**config.mk**
```make
export PLATFORM = sky130hd
export DESIGN_NAME = adc_scan_sequencer
export DESIGN_NICKNAME = d
export VERILOG_FILES = /design/src/rtl/mcp3008_pkg.sv /design/src/rtl/mcp3008_spi_xfer.sv /design/src/rtl/adc_scan_sequencer.sv
export SDC_FILE = /design/constraint.sdc
export NUM_CORES = 1
export LEC_CHECK = 0
export CORE_AREA = 2 2 179 128
export DETAILED_ROUTE_END_ITERATION = 6
export DIE_AREA = 0 0 181 130
export DONT_BUFFER_PORTS = 1
export GPL_ROUTABILITY_DRIVEN = 0
export GPL_TIMING_DRIVEN = 0
export PLACE_DENSITY = 0.49
export REMOVE_ABC_BUFFERS = 1
export SLEW_MARGIN = 20
export SYNTH_ARGS = -nofsm -noshare
export SYNTH_HDL_FRONTEND = slang
export SYNTH_SLANG_ARGS = --single-unit
```
**constraint.sdc**
```tcl
create_clock -name clk -period 3.65 [get_ports clk]
set_input_delay 0.73 -clock clk [delete_from_list [all_inputs] [get_ports clk]]
set_output_delay 0.73 -clock clk [all_outputs]
set_load 0.1 [all_outputs]
```
**src/rtl/mcp3008_pkg.sv**
```systemverilog
// Shared definitions for the MCP3008 scan sequencer: frame geometry of the
// MCP3008 single-ended read command, rail codes and the state encodings used
// by the scan FSM and the per-conversion SPI engine.
package mcp3008_pkg;

  localparam int FRAME_SCLKS = 17;            // SCLK periods per conversion frame
  localparam int CMD_BITS    = 5;             // start, SGL, D2, D1, D0
  localparam int DATA_FIRST  = 8;             // first SCLK period carrying B9
  localparam int FRAME_HP    = 2 * FRAME_SCLKS;
  localparam logic [9:0] RAIL_LO = 10'h000;
  localparam logic [9:0] RAIL_HI = 10'h3FF;

  typedef enum logic [1:0] {
    S_IDLE,
    S_CONVERT,
    S_STORE,
    S_DONE
  } scan_state_t;

  typedef enum logic [1:0] {
    X_IDLE,
    X_SETUP,
    X_SHIFT,
    X_HOLD
  } xfer_phase_t;

  function automatic logic is_rail(input logic [9:0] raw);
    return (raw == RAIL_LO) || (raw == RAIL_HI);
  endfunction

endpackage

```
**src/rtl/mcp3008_spi_xfer.sv**
```systemverilog
// One MCP3008 single-ended conversion over SPI mode 0,0.
// Frame: CS_SETUP (1 half-period, MOSI = start bit), SHIFT (17 SCLK periods,
// command bits out on falling edges, B9..B0 in on rising edges of periods
// 8..17), CS_HOLD (T_CSH half-periods with CS high). done pulses in the last
// cycle of CS_HOLD, so a conversion occupies (35+T_CSH)*CLK_DIV cycles
// counted from the cycle after go.
// Ports:
//   clk, rst_n     clock, async active-low reset
//   go             start a conversion (accepted only while idle)
//   ch             channel latched with go
//   busy           conversion in progress
//   done           one-cycle pulse, raw valid
//   raw            10-bit result
//   spi_*          MCP3008 pins
module mcp3008_spi_xfer
  import mcp3008_pkg::*;
#(
  parameter int CLK_DIV = 25,
  parameter int T_CSH   = 2
) (
  input  logic       clk,
  input  logic       rst_n,
  input  logic       go,
  input  logic [2:0] ch,
  output logic       busy,
  output logic       done,
  output logic [9:0] raw,
  input  logic       spi_miso_i,
  output logic       spi_mosi_o,
  output logic       spi_sclk_o,
  output logic       spi_cs_n_o
);

  localparam int DW     = (CLK_DIV > 1) ? $clog2(CLK_DIV) : 1;
  localparam int HP_MAX = (FRAME_HP > T_CSH) ? FRAME_HP : T_CSH;
  localparam int HW     = $clog2(HP_MAX + 1);

  xfer_phase_t             phase;
  logic [DW-1:0]           div_cnt;
  logic [HW-1:0]           hp;      // half-period index in SHIFT, gap count in HOLD
  logic [CMD_BITS-2:0]     cmd;     // bits still to drive after the start bit
  logic                    tick;

  assign tick = (div_cnt == DW'(CLK_DIV - 1));
  assign busy = (phase != X_IDLE);
  assign done = (phase == X_HOLD) && tick && (hp == HW'(T_CSH - 1));

  always_ff @(posedge clk or negedge rst_n) begin
    if (!rst_n) begin
      phase      <= X_IDLE;
      div_cnt    <= '0;
      hp         <= '0;
      cmd        <= '0;
      raw        <= '0;
      spi_cs_n_o <= 1'b1;
      spi_sclk_o <= 1'b0;
      spi_mosi_o <= 1'b0;
    end else begin
      if (phase == X_IDLE || tick) div_cnt <= '0;
      else                         div_cnt <= div_cnt + 1'b1;

      case (phase)
        X_IDLE: if (go) begin
          phase      <= X_SETUP;
          spi_cs_n_o <= 1'b0;
          spi_mosi_o <= 1'b1;               // start bit
          cmd        <= {1'b1, ch};         // SGL, D2, D1, D0
          raw        <= '0;
        end
        X_SETUP: if (tick) begin
          phase      <= X_SHIFT;
          hp         <= '0;
          spi_sclk_o <= 1'b1;               // rising edge of period 1
        end
        X_SHIFT: if (tick) begin
          if (hp == HW'(FRAME_HP - 1)) begin
            phase      <= X_HOLD;
            hp         <= '0;
            spi_cs_n_o <= 1'b1;
            spi_mosi_o <= 1'b0;
          end else begin
            hp <= hp + 1'b1;
            if (!hp[0]) begin
              // high half ends: falling edge, present next command bit
              spi_sclk_o <= 1'b0;
              spi_mosi_o <= cmd[CMD_BITS-2];
              cmd        <= {cmd[CMD_BITS-3:0], 1'b0};
            end else begin
              // low half ends: rising edge; data periods start at hp 2*(DATA_FIRST-1)
              spi_sclk_o <= 1'b1;
              if (hp >= HW'(2 * DATA_FIRST - 3))
                raw <= {raw[8:0], spi_miso_i};
            end
          end
        end
        X_HOLD: if (tick) begin
          if (hp == HW'(T_CSH - 1)) phase <= X_IDLE;
          else                      hp    <= hp + 1'b1;
        end
        default: phase <= X_IDLE;
      endcase
    end
  end

endmodule

```
**src/rtl/adc_scan_sequencer.sv**
```systemverilog
// Scans MCP3008 channels 0..N_CH-1, scales each 10-bit code to raw[9:2] and
// publishes the whole set at once together with per-channel rail flags.
// Scans are requested by start_i or by the periodic auto timer; a request
// seen while a scan runs is held in a 1-deep pending flag and launched
// straight out of DONE.
// Ports:
//   clk, rst_n       clock, async active-low reset
//   ena              gates acceptance of new requests (never aborts a scan)
//   start_i          scan request pulse
//   auto_en_i        enables the SCAN_PERIOD auto-trigger timer
//   spi_*            MCP3008 pins
//   samples_o        channel k at [8k+7:8k]
//   rail_fault_o     bit k set when channel k's code was 0 or 1023
//   scan_valid_o     one-cycle pulse, samples_o/rail_fault_o coherent
//   busy_o           scan accepted and not yet completed
module adc_scan_sequencer
  import mcp3008_pkg::*;
#(
  parameter int CLK_DIV     = 25,
  parameter int N_CH        = 4,
  parameter int SCAN_PERIOD = 50000000,
  parameter int T_CSH       = 2
) (
  input  logic              clk,
  input  logic              rst_n,
  input  logic              ena,
  input  logic              start_i,
  input  logic              auto_en_i,
  input  logic              spi_miso_i,
  output logic              spi_mosi_o,
  output logic              spi_sclk_o,
  output logic              spi_cs_n_o,
  output logic [N_CH*8-1:0] samples_o,
  output logic [N_CH-1:0]   rail_fault_o,
  output logic              scan_valid_o,
  output logic              busy_o
);

  localparam int TW = (SCAN_PERIOD > 1) ? $clog2(SCAN_PERIOD) : 1;

  scan_state_t              state, state_nxt;
  logic [2:0]               ch, ch_nxt;
  logic                     pending;
  logic [TW-1:0]            timer;
  logic                     auto_req, req, last_ch, go;
  logic [N_CH-1:0][9:0]     shadow;
  logic                     x_busy, x_done;
  logic [9:0]               x_raw;

  assign auto_req = auto_en_i && (timer == TW'(SCAN_PERIOD - 1));
  assign req      = ena && (start_i || auto_req);
  assign last_ch  = (ch == 3'(N_CH - 1));

  always_ff @(posedge clk or negedge rst_n) begin
    if (!rst_n)                             timer <= '0;
    else if (!auto_en_i || auto_req)        timer <= '0;
    else                                    timer <= timer + 1'b1;
  end

  // go is raised on the transition into CONVERT so the frame starts in the
  // first CONVERT cycle; the engine latches ch_nxt with it.
  always_comb begin
    state_nxt    = state;
    ch_nxt       = ch;
    go           = 1'b0;
    scan_valid_o = 1'b0;
    busy_o       = 1'b0;
    case (state)
      S_IDLE: if (req && !x_busy) begin
        state_nxt = S_CONVERT;
        ch_nxt    = '0;
        go        = 1'b1;
      end
      S_CONVERT: begin
        busy_o = 1'b1;
        if (x_done) state_nxt = S_STORE;
      end
      S_STORE: begin
        busy_o = 1'b1;
        if (last_ch) state_nxt = S_DONE;
        else begin
          state_nxt = S_CONVERT;
          ch_nxt    = ch + 3'd1;
          go        = 1'b1;
        end
      end
      S_DONE: begin
        scan_valid_o = 1'b1;
        // a queued or same-cycle request chains into the next scan, so busy
        // stays up across the seam
        if (pending || req) begin
          state_nxt = S_CONVERT;
          ch_nxt    = '0;
          go        = 1'b1;
          busy_o    = 1'b1;
        end else begin
          state_nxt = S_IDLE;
        end
      end
      default: state_nxt = S_IDLE;
    endcase
  end

  always_ff @(posedge clk or negedge rst_n) begin
    if (!rst_n) begin
      state        <= S_IDLE;
      ch           <= '0;
      pending      <= 1'b0;
      shadow       <= '0;
      samples_o    <= '0;
      rail_fault_o <= '0;
    end else begin
      state <= state_nxt;
      ch    <= ch_nxt;

      if (state == S_DONE)                 pending <= 1'b0;
      else if (state != S_IDLE && req)     pending <= 1'b1;

      if (state == S_CONVERT && x_done) begin
        for (int k = 0; k < N_CH; k++)
          if (ch == 3'(k)) shadow[k] <= x_raw;
      end

      // publish on entry to DONE so the set is visible alongside scan_valid
      if (state == S_STORE && last_ch) begin
        for (int k = 0; k < N_CH; k++) begin
          samples_o[8*k +: 8] <= shadow[k][9:2];
          rail_fault_o[k]     <= is_rail(shadow[k]);
        end
      end
    end
  end

  mcp3008_spi_xfer #(
    .CLK_DIV (CLK_DIV),
    .T_CSH   (T_CSH)
  ) u_xfer (
    .clk        (clk),
    .rst_n      (rst_n),
    .go         (go),
    .ch         (ch_nxt),
    .busy       (x_busy),
    .done       (x_done),
    .raw        (x_raw),
    .spi_miso_i (spi_miso_i),
    .spi_mosi_o (spi_mosi_o),
    .spi_sclk_o (spi_sclk_o),
    .spi_cs_n_o (spi_cs_n_o)
  );

endmodule
```
; ---- After elaboration in Yosys (flattened, before gate mapping)
; Index checks and enable logic that the tools add are counted.
[word_totals]
reg_bits = 138
inputBits = 6
out_inout_bits = 41
elab_cells = 155
[op_classes]
add_sub_neg = 4
magnitude_cmp = 1
eq_ne = 31
mux = 57
n_reduce_logical = 44
[op_table]
columns = operator, n
row1 = two-way mux 10 bit, 5
row2 = equality test 10 bit (second input constant), 4
row3 = logical NOT 10 bit, 4
row4 = two-way mux 6 bit, 5
row5 = adder 26 x 1 -> 26 bit (second input constant), 1
row6 = equality test 26 bit (second input constant), 1
row7 = two-way mux 26 bit, 1
row8 = one-hot mux 10 bit (2 select lines), 1
row9 = two-way mux 1 bit, 18
row10 = two-way mux 2 bit, 9
row11 = one-hot mux 6 bit (3 select lines), 1
row12 = two-way mux 4 bit, 4
row13 = one-hot mux 2 bit (4 select lines), 2
row14 = inequality test 2 bit (second input constant), 7
row15 = inequality test 2 x 1 -> 1 bit (second input constant), 6
row16 = AND reduction 4 bit, 3
row17 = AND reduction 6 bit, 2
row18 = AND reduction 2 bit, 5
row19 = AND reduction 5 bit, 2
row20 = nonzero test 2 bit, 5
row21 = two-way mux 3 bit, 3
row22 = one-hot mux 3 bit (3 select lines), 1
row23 = equality test 2 bit (second input constant), 4
row24 = logical AND 1 bit, 8
row25 = 21 further kinds, 35

; ---- Logic depth before layout (Yosys ltp)
; Gate-level depths: netlist of run 1.
[logic_depth]
ltp_word = 9
depth_mapped = 9
depth_no_buf = 8

; ---- Cells and area by module
; From an unflattened synthesis of run 1, not the netlist that was laid out.
[hier_totals]
cells_unflattened = 553
area_unflattened_um2 = 6483.7
[modules_own_cells]
columns = mod, n_inst, cells_per_inst, area_per_inst_um2, seq_area_each_um2
row1 = adc_scan_sequencer, 1, 395, 4822.1, 2702.6
row2 = mcp3008_spi_xfer, 1, 158, 1661.6, 752.0

; ---- Worst setup path before layout of run 1
; Ideal clock, no wire load.
[synth_timing]
kind = reg-to-output
from = register state[0]
to = output busy_o
arrival_ps = 3077
required_ps = 2920
path_slack_ps = -157
stages_incl_launch_ff = 4
path_buffers = 0
path_cell_list = dfrtp_1 -> ha_1 -> a21bo_2 -> a21oi_1
[synth_between]
elab_chain_cells = 3
elab_cells_between_ends = 5
classes_between = eq/ne (3) / mux (1) / reduce/logical (1)
[synth_lines]
columns = item, line_no
row1 = "start, declared", adc_scan_sequencer.sv:41  ; scan_state_t state, state_nxt;
row2 = "start signal, assigned", adc_scan_sequencer.sv:113  ; state <= state_nxt;
row3 = equality test 2 x 1 -> 1 bit / equality test 2 bit (equally long branches), adc_scan_sequencer.sv:68  ; case (state)
row4 = OR reduction 2 bit (no source line), --
row5 = one-hot mux 1 bit (2 select lines) *, adc_scan_sequencer.sv:68
row6 = "end, declared", adc_scan_sequencer.sv:36  ; output logic busy_o
; Every way passes the cells marked *; elsewhere a longest branch is shown, timed or not.

; ---- Final worst setup path of run 1
[layout_timing]
from = register timer[0]
to = output busy_o
[layout_between]
elab_chain_cells = 7
[layout_lines]
columns = item, line_no
row1 = "start, declared", adc_scan_sequencer.sv:44  ; logic [TW-1:0] timer;
row2 = "start signal, assigned", adc_scan_sequencer.sv:57  ; else timer <= timer + 1'b1;
row3 = equality test 26 bit, adc_scan_sequencer.sv:50  ; assign auto_req = auto_en_i && (timer == TW'(SCAN_PERIOD - 1));
row4 = logical AND 1 bit, adc_scan_sequencer.sv:50
row5 = logical OR 1 bit, adc_scan_sequencer.sv:51  ; assign req = ena && (start_i || auto_req);
row6 = logical AND 1 bit, adc_scan_sequencer.sv:51
row7 = logical OR 1 bit, adc_scan_sequencer.sv:91  ; if (pending || req) begin
row8 = two-way mux 1 bit, adc_scan_sequencer.sv:91
row9 = one-hot mux 1 bit (2 select lines), adc_scan_sequencer.sv:68
; No other way between the ends.

==> metrics.yaml, run 1 <==
outcome:
  status: "completed"
synth:
  syn_area_sq_mm: 0.006454
  synth_edf_count: 0
  yosysTopAreaCell: "dfrtp_1"
  async_flop_share_pct: 100.0
  synth_top_area_share_pct: 53.12
  yosys.cell_count.top_type: "dfrtp_1"
  ys_warn_count: 0
  synth_commonest_cells: "137 x dfrtp_1, 71 x mux2_2, 54 x nor2_1"
  synth.top_cells.by_area: "dfrtp_1 53%, mux2_2 12%, ha_1 3.9%"
  synth-seq-cells: 138
  synth_cells: 566
  synth_ff_type: "dfrtp_1"
  yosysUniqueCellTypes: 60
  avgSynthCellArea_sq_um: 11.40
  synth-seq-area-share_pct: 53.53
clock_tree:
  cts_tree: "done"
  cts.sinks: 138
  clockRootBuffer: "clkbuf_16"
  clk_pin_slew_worst_paths_ps: 50
  htreeDepth: 4
  clk-insertion-delay-late_ps: 420
  numCtsBuffers: 17
  cts_setup_buffers: 0
  cts_buffer_depth: 2
  cts_resized: 0
finish:
  final_core_utilization_pct: 33.74
  antenna-diode-count: 0
  final_nets: 601
  drive_gt1_share_pct: 20.75
  syn2layout_area_growth_pct: 15.53
floorplan:
  core_sq_mm: 0.02210
  rows: 46
  fp.dieH_um: 130
  die-area_sq_mm: 0.02353
  pin_count: 47
  fp.dieW_um: 181
  initial_core_util_pct: 29.20
critical_path:
  cp-end-kind: "output pin"
  worst_ep_arrival_time_ps: 2720
  start_kind: "flop"
  cp_max_fo: 7
  critical_path_class: "reg -> out"
  worst_ep_required_time_ps: 2920
timing:
  tns_ps: 0
  fin_crit_ps: 3447
  holdWs_ps: 131.4
  final_max_slew_viol_count: 0
  period_share_pct: 94.44
  finalHoldViolCount: 0
  setup-violations-final: 0
  skew_ps: 10.11
  fin_ws_ps: 203.0
  rsz0062_at_grt: "false"
  fmax_ghz: 0.2901
  relSlewSlack_pct: 27.85
  tightest_slew_ps: 1082
drt:
  viasPerCell: 4.771
  wl_mm: 13.80
  ant_nets: 0
  vias: 4179
  dr.pass1.iters: 4
  drt_iter0_markers: 234
  wl_per_cell_um: 15.75
  drcViolationCount: 0
pwr:
  cellPowerDensity_mw_per_mm2: 448.7
  peakVddDrop_uv: 311.2
  p_leak_nw: 3.571
global_routing:
  track_usage_pct: 12.24
  antenna_found_initial: 0
  grt_overflow: 0
  grt_max_degree: 139
  grt_first_pass_wirelength_mm: 22.40
  first_global_vias: 4233
placement:
  io_buffers: 0
  dpl.hpwl_mm: 9.316
  place_ws_ps: 606.0
job:
  max_cap_viol_count: 0
min_path:
  hold_class: "in -> async"
==> final cells by class <==
class                      count  area [sq um]
multi-input combinational    384          2848
timing repair buffer           4         70.07
fill                        2224         14650
inverter                      30         112.6
clock inverter                 9         112.6
sequential                   138          3455
tap                          288         360.3
clock buffer                  23         498.0
==> final timing paths <==
check                                      from           endpoint  slack [ps]  cells after the start
min in group clk                      auto_en_i           timer[6]         450                      1
max in group asynchronous                 rst_n  u_xfer.div_cnt[4]        2940                      1
worst min-delay path                      rst_n      samples_o[19]         130                      1
worst min register to register         timer[0]           timer[0]         500                      1
worst max-delay path                   timer[0]             busy_o         200                      6
worst max register to register  u_xfer.phase[0]      u_xfer.raw[9]         640                      7
==> cell usage in the layout (no fill, tap or decap), types with 4 or more instances in the layout <==
master     Yosys  routed
o21ai_0       12      12
clkbuf_8       0       5
nor3_1        10      10
nand2_2        4       4
mux2_2        71      71
xor2_1        20      20
ha_1          20      19
a21oi_1       13      11
and3_1         7       7
clkinv_4       0       4
a31oi_1        7       7
nor4_1        12      12
dfrtp_1      137     137
nand4_1       20      20
nand3_1       10      10
inv_1         30      30
clkbuf_16      0      17
mux2i_1       14      14
nand2_1       48      48
nor2_1        54      54
xnor2_1       10      10
==> logic make-up after synthesis <==
group                      after synthesis  synth area share [%]
DFF                                    138                 53.53
muxes                                   87                 14.91
AOI/OAI and AO/OA                       59                 6.282
and+or+nand+nor                        188                 14.71
buffers and inverters                   44                 2.617
xor gates and xnor gates                30                 4.071
adders and majority gates               20                 3.877
==> state kept, by name (all words and copies together) (netlist names) <==
| name | cells |
|---|---|
| shadow | 40 |
| samples_o | 32 |
| timer | 26 |
| u_xfer.raw | 10 |
| u_xfer.hp | 6 |
| u_xfer.div_cnt | 5 |
| rail_fault_o | 4 |
| u_xfer.cmd | 4 |
| ch | 3 |
| state | 2 |
| u_xfer.phase | 2 |
| pending | 1 |
| u_xfer.spi_cs_n_o | 1 |
| u_xfer.spi_mosi_o | 1 |
| u_xfer.spi_sclk_o | 1 |
==> power breakdown <==
part | switching, W | internal [W]
registers | 0.00000282 | 0.00153
clock network | 0.000664 | 0.00110
logic | 0.0000371 | 0.00000910
==> metal layers <==
metal | vias to the layer above | routed length (um) | global-route usage [%]
met5 | - | 0 | 0
met4 | 0 | 158 | 4.591
met3 | 15 | 717 | 4.661
met2 | 68 | 6217 | 18.98
met1 | 2087 | 6706 | 15.66
li1 | 2009 | - | -
==> metrics by stage <==
step           instance area [sq um]  instances  power (W)
5_1_grt                         7456        876   0.003476
2_1_floorplan                   6397        552   0.001572
4_1_cts                         7408        874   0.003360
6_report                        7456        876   0.003345
3_3_place_gp                    6758        840   0.001574
3_5_place_dp                    6798        842   0.001575
==> worst max-delay path, cell delays in order, from the launching register on <==
cell and delay, ps:
dfrtp_1 390, ha_1 230, nand4_1 230, nor4_2 310, a32oi_2 250, a21bo_2 290, a21oi_4 600
(Power assumes the default switching activity.)
==> run 2: changes to the inputs <==
--- a/config.mk
+++ b/config.mk
@@ -9,9 +9,8 @@
 export DETAILED_ROUTE_END_ITERATION = 6
 export DIE_AREA = 0 0 181 130
 export DONT_BUFFER_PORTS = 1
-export GPL_ROUTABILITY_DRIVEN = 0
 export GPL_TIMING_DRIVEN = 0
-export PLACE_DENSITY = 0.49
+export MAX_ROUTING_LAYER = met4
 export REMOVE_ABC_BUFFERS = 1
 export SLEW_MARGIN = 20
 export SYNTH_ARGS = -nofsm -noshare
==> run 2 against run 1 <==
Via count shrank 1.9%; first-iteration DRC count is 2.6% higher; wire length shrank 0.86%; total power down 3.5%; clock-buffer cell count shrank 6; cell area hardly changed; combinational power is 7.1% higher; critical path type unchanged; sequential power is essentially flat; global-route usage about the same; non-clock buffer count grew 3.
==> metrics.yaml, run 2 (same netlist as run 1, synthesis figures left out) <==
global_routing:
  grt_max_degree: 139  # unchanged
  grt_overflow: 0  # unchanged
  track_usage_pct: 12.25  # was 12.24%
  grt_first_pass_wirelength_mm: 21.82  # was 22.40 mm
  antenna_found_initial: 0  # unchanged
  first_global_vias: 4041  # was 4233
clock_tree:
  htreeDepth: 4  # unchanged
  cts_tree: "done"  # unchanged
  cts_setup_buffers: 0  # unchanged
  clk-insertion-delay-late_ps: 430  # was 420 ps
  clk_pin_slew_worst_paths_ps: 60  # was 50 ps
  numCtsBuffers: 17  # unchanged
  cts_buffer_depth: 2  # unchanged
  cts.sinks: 138  # unchanged
  clockRootBuffer: "clkbuf_16"  # unchanged
drt:
  ant_nets: 0  # unchanged
  dr.pass1.iters: 4  # unchanged
  vias: 4101  # was 4179
  viasPerCell: 4.666  # was 4.771
  wl_mm: 13.68  # was 13.80 mm
  wl_per_cell_um: 15.56  # was 15.75 um
  drcViolationCount: 0  # unchanged
  drt_iter0_markers: 240  # was 234
timing:
  period_share_pct: 95.90  # was 94.44%
  fin_crit_ps: 3500  # was 3447 ps
  final_max_slew_viol_count: 0  # unchanged
  relSlewSlack_pct: 28.65  # was 27.85%
  fmax_ghz: 0.2857  # was 0.2901 GHz
  tns_ps: 0  # unchanged
  finalHoldViolCount: 0  # unchanged
  setup-violations-final: 0  # unchanged
  tightest_slew_ps: 1070  # was 1082 ps
  skew_ps: 10.50  # was 10.11 ps
pwr:
  peakVddDrop_uv: 316.5  # was 311.2 uV
  p_leak_nw: 3.556  # was 3.571 nW
  cellPowerDensity_mw_per_mm2: 432.8  # was 448.7 mW/mm^2
floorplan:
  pin_count: 47  # unchanged
  rows: 46  # unchanged
  fp.dieH_um: 130  # unchanged
  initial_core_util_pct: 29.20  # unchanged
  fp.dieW_um: 181  # unchanged
  die-area_sq_mm: 0.02353  # unchanged
  core_sq_mm: 0.02210  # unchanged
min_path:
  hold_class: "in -> async"  # unchanged
critical_path:
  start_kind: "flop"  # unchanged
  worstPathCellList: "ha_1 > nand4_1 > nor4_2 > a32oi_4 > a21bo_2 > a21oi_4"  # was ha_1 > nand4_1 > nor4_2 > a32oi_2 > a21bo_2 > a21oi_4
  cpPeakStageDelay_ps: 610  # was 600 ps
  cp-end-kind: "output pin"  # unchanged
  cpMaxStageDelayCell: "a21oi_4"  # unchanged
  path_delay_family: "compound AO/OA/AOI/OAI gates"  # unchanged
  cp_max_fo: 7  # unchanged
  path_buf_inv: 0  # unchanged
  critical_path_class: "reg -> out"  # unchanged
  worst_ep_required_time_ps: 2920  # about the same
  worst_ep_arrival_time_ps: 2770  # was 2720 ps
finish:
  top_register: "shadow"  # unchanged
  final_nets: 604  # was 601
  fin_cells: 879  # was 876
  syn2layout_area_growth_pct: 15.59  # was 15.53%
  final_core_utilization_pct: 33.75  # was 33.74%
  final_common_cell: "dfrtp_1"  # unchanged
  drive_gt1_share_pct: 20.81  # was 20.75%
  reg.largest.list: "shadow x40, samples_o x32, timer x26"  # unchanged
  final_cell_mix: "137 x dfrtp_1, 71 x mux2_2, 54 x nor2_1"  # unchanged
  antenna-diode-count: 0  # unchanged
  largest_reg_flops: 40  # unchanged
job:
  max_cap_viol_count: 0  # unchanged
outcome:
  status: "completed"  # unchanged
placement:
  dpl.hpwl_mm: 8.683  # was 9.316 mm
  dp_cells: 844  # was 842
  place.gp.congestion: 0.7873
  io_buffers: 0  # unchanged
run 2: cell count changes in the layout (fill, tap and decap cells not counted), moves of 2 or more:
cell,previous run,this run
inv_8,0,3
inv_6,0,5
bufinv_16,2,0
clkbuf_8,5,0
buf_16,1,3
clkinvlp_4,1,3
run 2: power breakdown:
group | switching [W] | total (W) | leakage, nW | internal (W)
Combinational | 0.0000383 | 0.0000495 | 1.46 | 0.0000112
Clock | 0.000751 | 0.00164 | 0.267 | 0.000893
Sequential | 0.00000275 | 0.00153 | 1.83 | 0.00153
run 2: path summary, 6_finish.rpt:
check	cells after the start	from	to	slack [ps]
max	6	timer[0]	busy_o	150
min reg2reg	1	timer[0]	timer[0]	490
max reg2reg	7	u_xfer.phase[0]	u_xfer.raw[5]	710
min	0	rst_n	u_xfer.spi_cs_n_o	150
min in group clk	2	spi_miso_i	u_xfer.raw[0]	440
max in group asynchronous	1	rst_n	timer[10]	2620
run 2: metal layers:
layer	share of wire [%]	vias to the layer above	track usage [%]
met3	4.7	14	3.740
met5	0	-	-
met2	40	61	16.54
met4	1.1	0	4.256
met1	54	2007	17.22
li1	-	2019	-
run 2: what timing repair did:
action | CTS | global route
endpoints found under the setup margin | 0 | 1
resized for setup | 0 | 1
endpoints found under the hold margin | 137 | 90
run 2: per-stage QoR:
stage	total power, W	hold slack, ps	cell area [sq um]	setup slack [ps]
detailed placement	0.001575	439.5	6827	584.6
CTS	0.003221	-19.95	7383	122.6
global route	0.003338	130.6	7460	-4.261
finish	0.003229	149.3	7460	149.6
global placement	0.001575	439.4	6758	-451.5
floorplan	0.001572	434.4	6397	-156.8
run 2: worst reg2reg max path: stages (launching register included):
cell	delay, ps
dfrtp_1	400
inv_1	130
ha_1	880
nor2b_1	230
a31oi_1	60
a21o_1	260
a21oi_2	620
mux2i_1	290
run 2: area by class of cell:
class	instances	area [sq um]
clock buffer	17	425.4
clock inverter	15	131.4
fill	2239	14640
inverter	30	112.6
multi-input combinational	384	2856
sequential	138	3455
tap	288	360.3
timing repair buffer	7	118.9
